`config.mk`:
```
export PLATFORM = sky130hd
export DESIGN_NAME = router_ni
export DESIGN_NICKNAME = d
export VERILOG_FILES = /design/src/rtl/router_pkg.sv /design/src/rtl/ni_sync2.sv /design/src/rtl/router_ni.sv
export SDC_FILE = /design/constraint.sdc
export NUM_CORES = 1
export LEC_CHECK = 0
export CORE_MARGIN = 5
export CORE_UTILIZATION = 56
export CTS_CLUSTER_DIAMETER = 120
export CTS_CLUSTER_SIZE = 24
export DETAILED_ROUTE_END_ITERATION = 8
export PLACE_DENSITY_LB_ADDON = 0.2
export REMOVE_ABC_BUFFERS = 1
export SYNTH_ARGS = -nofsm -noshare
export SYNTH_HDL_FRONTEND = slang
export SYNTH_SLANG_ARGS = --single-unit
```
`constraint.sdc`:
```
create_clock -name clk -period 5.83 [get_ports clk]
set_input_delay 1.166 -clock clk [delete_from_list [all_inputs] [get_ports clk]]
set_output_delay 1.166 -clock clk [all_outputs]
set_load 0.03 [all_outputs]
```
`src/rtl/router_pkg.sv`:
```
// Shared types for the router network interface: TX FSM states, flit header
// layout and the header builder used at FIFO write time.
package router_pkg;

  typedef enum logic [1:0] {IDLE, SETUP, SEND, WAIT_ACK} ni_state_t;

  // Coordinates are carried at a fixed maximum width inside the header struct;
  // the top slices them down to XW/YW when packing the flit.
  localparam int unsigned CW_MAX = 16;

  typedef struct packed {
    logic [CW_MAX-1:0] dst_x;
    logic [CW_MAX-1:0] dst_y;
    logic              x_dir;
    logic              y_dir;
  } flit_hdr_t;

  // Direction bits are unsigned "destination is beyond us" comparisons.
  function automatic flit_hdr_t make_header(input logic [CW_MAX-1:0] dx,
                                            input logic [CW_MAX-1:0] dy,
                                            input logic [CW_MAX-1:0] sx,
                                            input logic [CW_MAX-1:0] sy);
    flit_hdr_t h;
    h.dst_x = dx;
    h.dst_y = dy;
    h.x_dir = (dx > sx);
    h.y_dir = (dy > sy);
    return h;
  endfunction

endpackage

```
`src/rtl/ni_sync2.sv`:
```
// Two-flop synchroniser for a single toggle signal crossing in from the router.
module ni_sync2 (
  input  logic clk,
  input  logic rst_n,
  input  logic d_i,
  output logic q_o
);

  logic ff1_q, ff2_q;

  // Shift the async input through two flops before anyone looks at it.
  always_ff @(posedge clk or negedge rst_n) begin
    if (!rst_n) begin
      ff1_q <= 1'b0;
      ff2_q <= 1'b0;
    end else begin
      ff1_q <= d_i;
      ff2_q <= ff1_q;
    end
  end

  assign q_o = ff2_q;

endmodule

```
`src/rtl/router_ni.sv`:
```
// Network interface: PE valid/ready words <-> router 2-phase req/ack flits.
// TX: range-check, header build, small FIFO, launch FSM. RX: sync, capture, hold.
module router_ni import router_pkg::*; #(
  parameter int unsigned n     = 32,
  parameter int unsigned XW    = 1,
  parameter int unsigned YW    = 1,
  parameter int unsigned srcx  = 0,
  parameter int unsigned srcy  = 0,
  parameter int unsigned maxx  = 1,
  parameter int unsigned maxy  = 1,
  parameter int unsigned DEPTH = 4
) (
  input  logic                  clk,
  input  logic                  rst_n,
  input  logic                  tx_valid,
  output logic                  tx_ready,
  input  logic [XW-1:0]         tx_dst_x,
  input  logic [YW-1:0]         tx_dst_y,
  input  logic [n-XW-YW-3:0]    tx_payload,
  output logic                  tx_err,
  output logic                  net_out_req,
  output logic [n-1:0]          net_out_data,
  input  logic                  net_out_ack,
  input  logic                  net_in_req,
  input  logic [n-1:0]          net_in_data,
  output logic                  net_in_ack,
  output logic                  rx_valid,
  input  logic                  rx_ready,
  output logic [XW+YW+1:0]      rx_src_hdr,
  output logic [n-XW-YW-3:0]    rx_payload
);

  localparam int unsigned PW = n - XW - YW - 2;
  localparam int unsigned AW = $clog2(DEPTH);
  localparam logic [AW:0] FULL_CNT = (AW+1)'(DEPTH);

  // ---------------- TX write side ----------------
  flit_hdr_t    hdr;
  logic         in_range, push, pop, fifo_empty;
  logic [n-1:0] flit_in;
  logic [n-1:0] mem_q [DEPTH];
  logic [AW:0]  wr_ptr_q, rd_ptr_q, count;
  logic         tx_err_q;

  assign hdr      = make_header(CW_MAX'(tx_dst_x), CW_MAX'(tx_dst_y),
                                CW_MAX'(srcx), CW_MAX'(srcy));
  assign in_range = (hdr.dst_x <= CW_MAX'(maxx)) && (hdr.dst_y <= CW_MAX'(maxy));
  assign flit_in  = {hdr.dst_x[XW-1:0], hdr.dst_y[YW-1:0], hdr.x_dir, hdr.y_dir, tx_payload};

  // Ready comes from the registered count only, so a pop in a full cycle
  // frees the slot for the following cycle, never the same one.
  assign count      = wr_ptr_q - rd_ptr_q;
  assign tx_ready   = (count != FULL_CNT);
  assign fifo_empty = (count == '0);
  assign push       = tx_valid && tx_ready && in_range;

  // FIFO storage; contents need no reset since the pointers gate visibility.
  always_ff @(posedge clk) begin
    if (push) mem_q[wr_ptr_q[AW-1:0]] <= flit_in;
  end

  // FIFO pointers and the one-cycle drop indication.
  always_ff @(posedge clk or negedge rst_n) begin
    if (!rst_n) begin
      wr_ptr_q <= '0;
      rd_ptr_q <= '0;
      tx_err_q <= 1'b0;
    end else begin
      if (push) wr_ptr_q <= wr_ptr_q + 1'b1;
      if (pop)  rd_ptr_q <= rd_ptr_q + 1'b1;
      tx_err_q <= tx_valid && tx_ready && !in_range;
    end
  end

  assign tx_err = tx_err_q;

  // ---------------- TX launch FSM ----------------
  ni_state_t    state_q, state_d;
  logic         req_q, ack_s, load_data, toggle_req;
  logic [n-1:0] out_data_q;

  ni_sync2 u_ack_sync (.clk(clk), .rst_n(rst_n), .d_i(net_out_ack), .q_o(ack_s));

  assign pop = load_data;

  // Next state plus the data-load / req-toggle strobes.
  always_comb begin
    state_d    = state_q;
    load_data  = 1'b0;
    toggle_req = 1'b0;
    case (state_q)
      IDLE:     if (!fifo_empty) state_d = SETUP;
      SETUP: begin
        load_data = 1'b1;
        state_d   = SEND;
      end
      SEND: begin
        toggle_req = 1'b1;
        state_d    = WAIT_ACK;
      end
      WAIT_ACK: if (ack_s == req_q) state_d = fifo_empty ? IDLE : SETUP;
      default:  state_d = IDLE;
    endcase
  end

  // State, outgoing data (held until the ack returns) and the req toggle.
  always_ff @(posedge clk or negedge rst_n) begin
    if (!rst_n) begin
      state_q    <= IDLE;
      req_q      <= 1'b0;
      out_data_q <= '0;
    end else begin
      state_q <= state_d;
      if (load_data)  out_data_q <= mem_q[rd_ptr_q[AW-1:0]];
      if (toggle_req) req_q      <= ~req_q;
    end
  end

  assign net_out_req  = req_q;
  assign net_out_data = out_data_q;

  // ---------------- RX path ----------------
  logic         req_s, in_ack_q, rx_valid_q, pending, capture;
  logic [n-1:0] rx_data_q;

  ni_sync2 u_req_sync (.clk(clk), .rst_n(rst_n), .d_i(net_in_req), .q_o(req_s));

  assign pending = (req_s != in_ack_q);
  assign capture = pending && (!rx_valid_q || rx_ready);

  // Capture a pending flit when the holding register is free or draining;
  // withholding the ack is what back-pressures the router.
  always_ff @(posedge clk or negedge rst_n) begin
    if (!rst_n) begin
      in_ack_q   <= 1'b0;
      rx_valid_q <= 1'b0;
      rx_data_q  <= '0;
    end else if (capture) begin
      rx_data_q  <= net_in_data;
      rx_valid_q <= 1'b1;
      in_ack_q   <= ~in_ack_q;
    end else if (rx_ready) begin
      rx_valid_q <= 1'b0;
    end
  end

  assign net_in_ack = in_ack_q;
  assign rx_valid   = rx_valid_q;
  assign rx_src_hdr = rx_data_q[n-1:PW];
  assign rx_payload = rx_data_q[PW-1:0];

endmodule

```
======== Word level (Yosys, flattened, before mapping) ========
Memories as Yosys holds them, arrays and structs flattened. A register that Yosys moved wholly into a read port is not among the register bits.
Index checks and enable logic that the tools add are counted.
storage, ports and cells
  flip-flop bits (word level) ............. 48
  memory bits (writable) .................. 128
  input bits .............................. 68
  output and inout bits ................... 69
  word-level logic and storage cells ...... 53
  memories ................................ 1
memories
  memory  words  width  read ports  clocked after Yosys merged registers in  wr ports  RTL line         RTL
  mem_q   4      32     1           1                                        1         router_ni.sv:41  logic [n-1:0] mem_q [DEPTH];
cells by class
  add/subtract/negate cells ............... 3
  $lt $le $gt $ge ......................... 4
  eq/ne operators ......................... 8
  mux-type cells .......................... 10
  bitwise operators ....................... 2
  reductions and logical operators ........ 13
operators with widths
  operator               number
  $pmux W2 S4            1
  $mux W1                7
  $add A3 B1 Y3 const B  2
  $logic_and A1 B1 Y1    5
  $eq A2 B2 Y1 const B   2
  $mux W2                2
  $ne A2 B2 Y1 const B   2
  $logic_not A1 Y1       3
  $logic_not A3 Y1       1
  $ne A3 B3 Y1 const B   1
  $sub A3 B3 Y3          1
  $eq A2 B1 Y1 const B   1
  $gt A1 B1 Y1 const B   2
  $le A1 B1 Y1 const B   2
  $logic_not A2 Y1       1
  $not A1 Y1             2
  $reduce_and A2 Y1      1
  $reduce_bool A2 Y1     1
  $eq A1 B1 Y1           1
  $logic_or A1 B1 Y1     1
  $ne A1 B1 Y1           1

======== Logic depth before layout (Yosys ltp) ========
Gate-level depths: netlist (run 1).
  word-level depth ........................ 6
  depth in mapped cells ................... 7
  mapped depth without buffers ............ 6

======== Hierarchy ========
Synthesis (run 1) repeated with hierarchy kept, for this count alone.
second synthesis, totals
  cell total of the unflattened synthesis .. 365
  area total of the unflattened synthesis .. 7,454.6 µm²
by module, submodules not included
  module     instances  cells each  area each (µm²)  sequential area each (µm²)
  router_ni  1          361         7,354.6          5,430.2
  ni_sync2   2          2           50.0             50.0

======== Least setup slack after synthesis (run 1) ========
OpenSTA, ideal clock, no wires.
  path type ............................... register to register
  start ................................... register rd_ptr_q[1]
  end ..................................... memory mem_q[3][0], enable pin
  setup time .............................. 439 ps
  data arrival time ....................... 2,977 ps
  required time ........................... 5,391 ps
  path slack .............................. 2,414 ps
  cell stages (with the launch flop) ...... 7
  buffers on the path ..................... 1
  period minus slack after synthesis ...... 3,416 ps
  path through ............................ dfrtp_1 buf_1 inv_1 ha_1 nor2b_1 xnor2_2 a31oi_1
between the ends
  longest elaborated chain between the ends .. 6
RTL lines
  item                              RTL line         RTL
  start: declaration                router_ni.sv:42  logic [AW:0] wr_ptr_q, rd_ptr_q, count;
  start signal: assignment          router_ni.sv:70  if (pop) rd_ptr_q <= rd_ptr_q + 1'b1;
  $sub A3 B3 Y3                     router_ni.sv:52  assign count = wr_ptr_q - rd_ptr_q;
  $ne A3 B3 Y1                      router_ni.sv:53  assign tx_ready = (count != FULL_CNT);
  $logic_and A1 B1 Y1 (2 in a row)  router_ni.sv:55  assign push = tx_valid && tx_ready && in_range;
  $mux W1                           router_ni.sv:59  if (push) mem_q[wr_ptr_q[AW-1:0]] <= flit_in;
  $mux W1 (not written as such)     router_ni.sv:59
  end: declaration                  router_ni.sv:41
Every way passes these cells.

======== Final worst setup path (run 1) ========
  start ................................... register rd_ptr_q[1]
  end ..................................... output tx_ready
between the ends
  longest elaborated chain between the ends .. 2
RTL lines
  item              RTL line         RTL
  $sub A3 B3 Y3     router_ni.sv:52
  $ne A3 B3 Y1      router_ni.sv:53
  end: declaration  router_ni.sv:16  output logic tx_ready,
Every way passes these cells.

==> results.cfg, run 1 <==
[floorplan]
die_h_um = 125
dieArea_mm2 = 0.0157
core-area_mm2 = 0.0131
num_rows = 42
die_width_um = 125
io_pins = 137
initial_core_util_pct = 56.7

[timing]
tightest_slew_ns = 0.992
timing.final.crit_share_pct = 69.2
setup_tns_ns = 0
rsz0062_at_grt = false
hold_viol = 0
fmax_mhz = 248
fin_skew_ns = 0.00690
setup_viol = 0
slew_headroom_pct = 33.9
period_needed_ns = 4.03
slew_violations = 0

[pwr]
clkPwrFrac_pct = 22.9
leakagePower_uw = 0.00350
worst_ir_drop_vdd_uv = 351
p_comb_share_pct = 37.2
power.internal_uw = 3620
p_switching_uw = 1760
p_per_area_mw_per_mm2 = 560
seqPwrFrac_pct = 39.9
switching_share_pct = 32.8

[clock_tree]
htree_num_levels = 4
cts_tree = built
cts.sinks = 197
post_cts_resized = 0
cts_buffer_depth = 2
cts_buffers = 17
cts-hold-fix-buffers = 0
cts.clk_slew.worst_paths_ns = 0.07
clockRootBuffer = clkbuf_16
insertion_delay_ns = 0.43
post-cts-setup-buffers = 0

[min_path]
hp-start = u_req_sync.ff1_q
hold_end = u_req_sync.q_o
holdPathStages = 0
hp-class = flip-flop to flip-flop

[yosys]
ys_seq_area_share_pct = 74.2
synth_area_mm2 = 0.00745
synth_edf_count = 120
async_flop_share_pct = 39.1
ys.warnings.count = 0
synth.distinct_cells = 28
ys_seq_elements = 197
ys.flop_type = edfxtp_1
synth.avg_cell_area_um2 = 20.4
postSynthCellCount = 365
synth_area_leaders = edfxtp_1, dfrtp_1, mux2_2, mux4_2, ha_1
synth_top_area_share_pct = 48.3
synth_top_area_cell = edfxtp_1

[detailed_routing]
drc = 0
via_count = 3724
drt_iter0_drc = 260
avgViaCountPerCell = 5.36
wirelength_um = 13800
wl_per_cell_um = 19.9
ant_nets = 0
dr.pass1.iters = 4

[place]
gp_congestion = 0.805
dpl-instance-area_mm2 = 0.00899
post-place-cells = 663
hpwl_um = 8560
portBuffers = 135

[finish]
final_cells = 695
n_antenna_cell = 0
final_cell_mix = clkdlybuf4s50_1, edfxtp_1, dfrtp_1
post-route-util_pct = 73.3
nFillCells = 813
layout_commonest_cell = clkdlybuf4s50_1
syn_to_final_growth_pct = 29.1
drive_above_1_share_pct = 27.2
finalNetCount = 586
fin_area_mm2 = 0.00962

[global_routing]
globalRouteOverflowTotal = 0
grt.total_usage_pct = 18.6
grt_pass1_wl_um = 22100
antenna_found_initial = 0
grt_max_degree = 78
grt_pass1_vias = 3949

[setup_path]
arrival_ns = 2.87
reg2reg_to = mem_q[1][22]
criticalPathCategory = flip-flop to output port
crit_required_ns = 4.66
reg2reg_depth = 6
worstPathMaxFanout = 32
critPathLaunchType = flip-flop
r2r_start = rd_ptr_q[1]
r2r_setup_slack_ns = 2.78
critPathCaptureType = output port

[run_status]
status = complete, no violations

[run]
drv_cap = 0
-- registers in the layout, indices dropped and copies added (netlist names) --
signal and flops:
rx_data_q 32, rx_valid 1, u_ack_sync.ff1_q 1, rd_ptr_q 3, net_in_ack 1, wr_ptr_q 3, mem_q 120, net_out_req 1
u_ack_sync.q_o 1, net_out_data 30, u_req_sync.ff1_q 1, u_req_sync.q_o 1, state_q 2
-- layout make-up --
type / count / area (um2) / area share, %
repair buffers: 138 / 1370 / 14.2
clock inverters: 14 / 198 / 2.05
flip-flops and latches: 197 / 5530 / 57.5
inverters: 8 / 30.0 / 0.312
clock buffers: 18 / 439 / 4.56
multi-input cells: 144 / 1830 / 19.0
well taps: 176 / 220 / 2.29
-- cell usage after synthesis (2+ instances only) --
master and number:
edfxtp_1 120, dfrtp_1 77, mux2_2 65, mux4_2 30
ha_1 12, inv_1 8, nand2_1 8, buf_4 6
and2_1 4, buf_1 4, xnor2_1 4, xor2_1 4
buf_2 3, clkbuf_1 3, nand3_1 3, a21oi_1 2
-- power groups by stage --
stage | registers, uW | clock network [uW] | logic [uW]
floorplan | 2570 | 0 | 858
global placement | 2150 | 0 | 2000
detailed placement | 2180 | 0 | 2030
CTS | 2160 | 1250 | 2040
global route | 2200 | 1320 | 2140
finish | 2150 | 1230 | 2010
-- per-layer routing --
layer  share of wire (%)  global-route usage, %
met1                  42                   23.5
met2                  50                   30.0
met3                 6.2                   6.27
met4                 1.9                   7.14
met5                   0                      0
-- metrics by stage --
stage	hold WS [ns]	worst slack [ns]	power, uW
6_report	0.364	1.80	5390
5_1_grt	0.369	1.65	5650
4_1_cts	0.363	1.75	5460
3_5_place_dp	0.335	2.23	4210
3_3_place_gp	0.334	2.29	4140
2_1_floorplan	0.331	1.68	3430
-- worst max-delay path, stage by stage (launching register included) --
cell and delay (ns):
dfrtp_2 0.88, inv_1 0.14, ha_1 0.22, nor2b_1 0.21
xnor2_2 0.24, nand3_1 0.14, clkdlybuf4s50_1 0.61
-- worst max path at each step --
stage | slack (ns) | endpoint | start | cells past startpoint
after global placement | 2.29 | tx_ready | rd_ptr_q[1] | 6
after global routing | 1.65 | tx_ready | rd_ptr_q[1] | 6
after CTS | 1.75 | tx_ready | rd_ptr_q[1] | 6
after detailed placement | 2.23 | tx_ready | rd_ptr_q[1] | 6
after floorplan | 1.68 | mem_q[3][0] | rd_ptr_q[0] | 4
final | 1.80 | tx_ready | rd_ptr_q[1] | 6
-- cells by family (layout without fill, tap and decap cells) --
| family | Yosys count | in the layout | share of synthesized area (%) |
|---|---|---|---|
| AOI/OAI and AO/OA | 8 | 8 | 0.822 |
| muxes | 96 | 96 | 19.0 |
| other | 1 | 1 | 0.0503 |
| and+or+nand+nor | 18 | 18 | 1.19 |
| xor gates and xnor gates | 9 | 9 | 1.16 |
| DFF | 197 | 197 | 74.2 |
| buffers and inverters | 24 | 178 | 1.56 |
| adders and majority gates | 12 | 12 | 2.01 |
(Power assumes the default switching activity.)
==> run 2, diff against run 1 <==
--- a/config.mk
+++ b/config.mk
@@ -6,7 +6,7 @@
 export NUM_CORES = 1
 export LEC_CHECK = 0
 export CORE_MARGIN = 5
-export CORE_UTILIZATION = 56
+export CORE_UTILIZATION = 52
 export CTS_CLUSTER_DIAMETER = 120
 export CTS_CLUSTER_SIZE = 24
 export DETAILED_ROUTE_END_ITERATION = 8
==> constraint.sdc (replaced) <==
create_clock -name clk -period 3.75 [get_ports clk]
set_input_delay 0.75 -clock clk [delete_from_list [all_inputs] [get_ports clk]]
set_output_delay 0.75 -clock clk [all_outputs]
set_load 0.03 [all_outputs]
==> run 2 against run 1 <==
Effect of this change:
- critical path depth unchanged
- sequential share of layout area up 0.64 points
- register-to-register slack worse by 1.5 ns
- wire length down 1.4%
- hold slack worse by 0.0087 ns
- clock skew up 0.0063 ns
- global-route usage down 1.4 points
- combinational power up 59%
- clock-buffer cell count up 7
- design area down 1.1%
- clock power up 31%
- largest power group unchanged
==> results.cfg, run 2 (same netlist as run 1, synthesis figures left out) <==
[run_status]
status = complete, no violations

[pwr]
clkPwrFrac_pct = 19.9
worst_ir_drop_vdd_uv = 495
leakagePower_uw = 0.00346
p_switching_uw = 2670
switching_share_pct = 33.1
p_comb_share_pct = 39.6
power.internal_uw = 5410
p_per_area_mw_per_mm2 = 849
seqPwrFrac_pct = 40.6

[clock_tree]
cts-hold-fix-buffers = 0
insertion_delay_ns = 0.43
clockRootBuffer = clkbuf_16
cts.sinks = 197
cts_tree = built
cts_buffer_depth = 2
htree_num_levels = 4
post_cts_resized = 0
post-cts-setup-buffers = 0
cts.clk_slew.worst_paths_ns = 0.06
cts_buffers = 17

[floorplan]
dieArea_mm2 = 0.0168
die_h_um = 130
die_width_um = 130
io_pins = 137
num_rows = 43
core-area_mm2 = 0.0140
initial_core_util_pct = 53.3

[place]
gp_congestion = 0.763
dpl-instance-area_mm2 = 0.00900
portBuffers = 135
post-place-cells = 668
hpwl_um = 8860

[global_routing]
grt_max_degree = 78
globalRouteOverflowTotal = 0
grt_pass1_vias = 3970
grt.total_usage_pct = 17.2
antenna_found_initial = 1
grt_pass1_wl_um = 21400

[setup_path]
worst_path_max_delay_cell = clkdlybuf4s50_1
reg2reg_depth = 6
critPathCaptureType = output port
max_stage_delay_ns = 0.63
criticalPathCategory = flip-flop to output port
worstPathMaxFanout = 6
r2r_start = wr_ptr_q[0]
arrival_ns = 2.40
crit_required_ns = 3.00
r2r_setup_slack_ns = 1.25
reg2reg_to = mem_q[2][11]
crit_family = buffers and inverters
cp_cell_sequence = inv_1 > ha_1 > nor2b_1 > xnor2_2 > nand3_1 > clkdlybuf4s50_1
crit_buf_inv = 2
critPathLaunchType = flip-flop

[finish]
finalNetCount = 587
syn_to_final_growth_pct = 27.6
final_cells = 700
final_cell_mix = clkdlybuf4s50_1, edfxtp_1, dfrtp_1
layout_commonest_cell = clkdlybuf4s50_1
fin_area_mm2 = 0.00952
drive_above_1_share_pct = 25.4
n_antenna_cell = 0
largest_reg_flops = 120

[detailed_routing]
drc = 0
wirelength_um = 13700
avgViaCountPerCell = 5.25
dr.pass1.iters = 4
drt_iter0_drc = 255
via_count = 3675
ant_nets = 0
wl_per_cell_um = 19.5

[timing]
timing.final.crit_share_pct = 84.1
holdWs_ns = 0.355
hold_viol = 0
slew_headroom_pct = 35.0
fmax_mhz = 317
fin_skew_ns = 0.0132
setup_tns_ns = 0
rsz0062_at_grt = false
setup_viol = 0
tightest_slew_ns = 0.976
period_needed_ns = 3.15
slew_violations = 0

[min_path]
hp-start = u_req_sync.ff1_q
hp-class = flip-flop to flip-flop
hold_end = u_req_sync.q_o
holdPathStages = 0

[run]
drv_cap = 0
run 2: changes by cell type in the layout (fill, tap and decap cells not counted):
cell        before  now
clkinv_2         1    4
bufinv_16        4    1
clkbuf_8         1    0
dfrtp_1         75   76
clkinv_1         0    1
inv_6            3    0
buf_4            4    5
clkinv_4         1    0
clkinvlp_4       5    1
clkbuf_1         0    8
dfrtp_2          2    1
run 2: cell type report:
class / count / area, um2
Timing Repair Buffer: 139 / 1380
Fill cell: 932 / 4470
Tap cell: 180 / 225
Clock buffer: 25 / 455
Multi-Input combinational cell: 144 / 1830
Inverter: 8 / 30.0
Clock inverter: 7 / 61.3
Sequential cell: 197 / 5530
run 2: power by group through the flow:
stage          logic (uW)  registers, uW  clock network (uW)
2_1_floorplan        1330           4000                   0
3_3_place_gp         3180           3280                   0
3_5_place_dp         3240           3320                   0
4_1_cts              3260           3290                1640
5_1_grt              3410           3350                1750
6_report             3200           3280                1610
run 2: worst register-to-register path, delay by kind of cell (launching register included):
family	cells	cell delay (ns)
xor+xnor	1	0.18
buf+inv	1	0.15
fa+ha+maj	1	0.16
flops	1	0.40
simple gates	2	0.92
compound gates	1	0.28
run 2: how the worst max path moves through the flow:
stage	start	end	slack (ns)	depth (start not counted)
global placement	wr_ptr_q[0]	tx_ready	1.12	6
CTS	wr_ptr_q[0]	tx_ready	0.55	6
global route	wr_ptr_q[0]	tx_ready	0.45	6
floorplan	rd_ptr_q[0]	mem_q[3][0]	-0.40	4
finish	wr_ptr_q[0]	tx_ready	0.60	6
detailed placement	wr_ptr_q[0]	tx_ready	1.01	6
run 2: metal layers:
metal,share of wire [%],GRT usage (%),up-vias
met4,1.4,5.87,2
li1,-,-,1680
met1,43,23.0,1845
met3,7.8,5.57,17
met2,47,27.0,131
met5,0.051,0,-
run 2: per-stage QoR:
stage	util [%]	power (uW)	worst slack (ns)
global placement	64.3	6460	1.12
detailed placement	64.3	6570	1.01
global route	68.0	8510	0.451
CTS	68.0	8190	0.552
floorplan	-	5330	-0.400
finish	68.0	8080	0.598
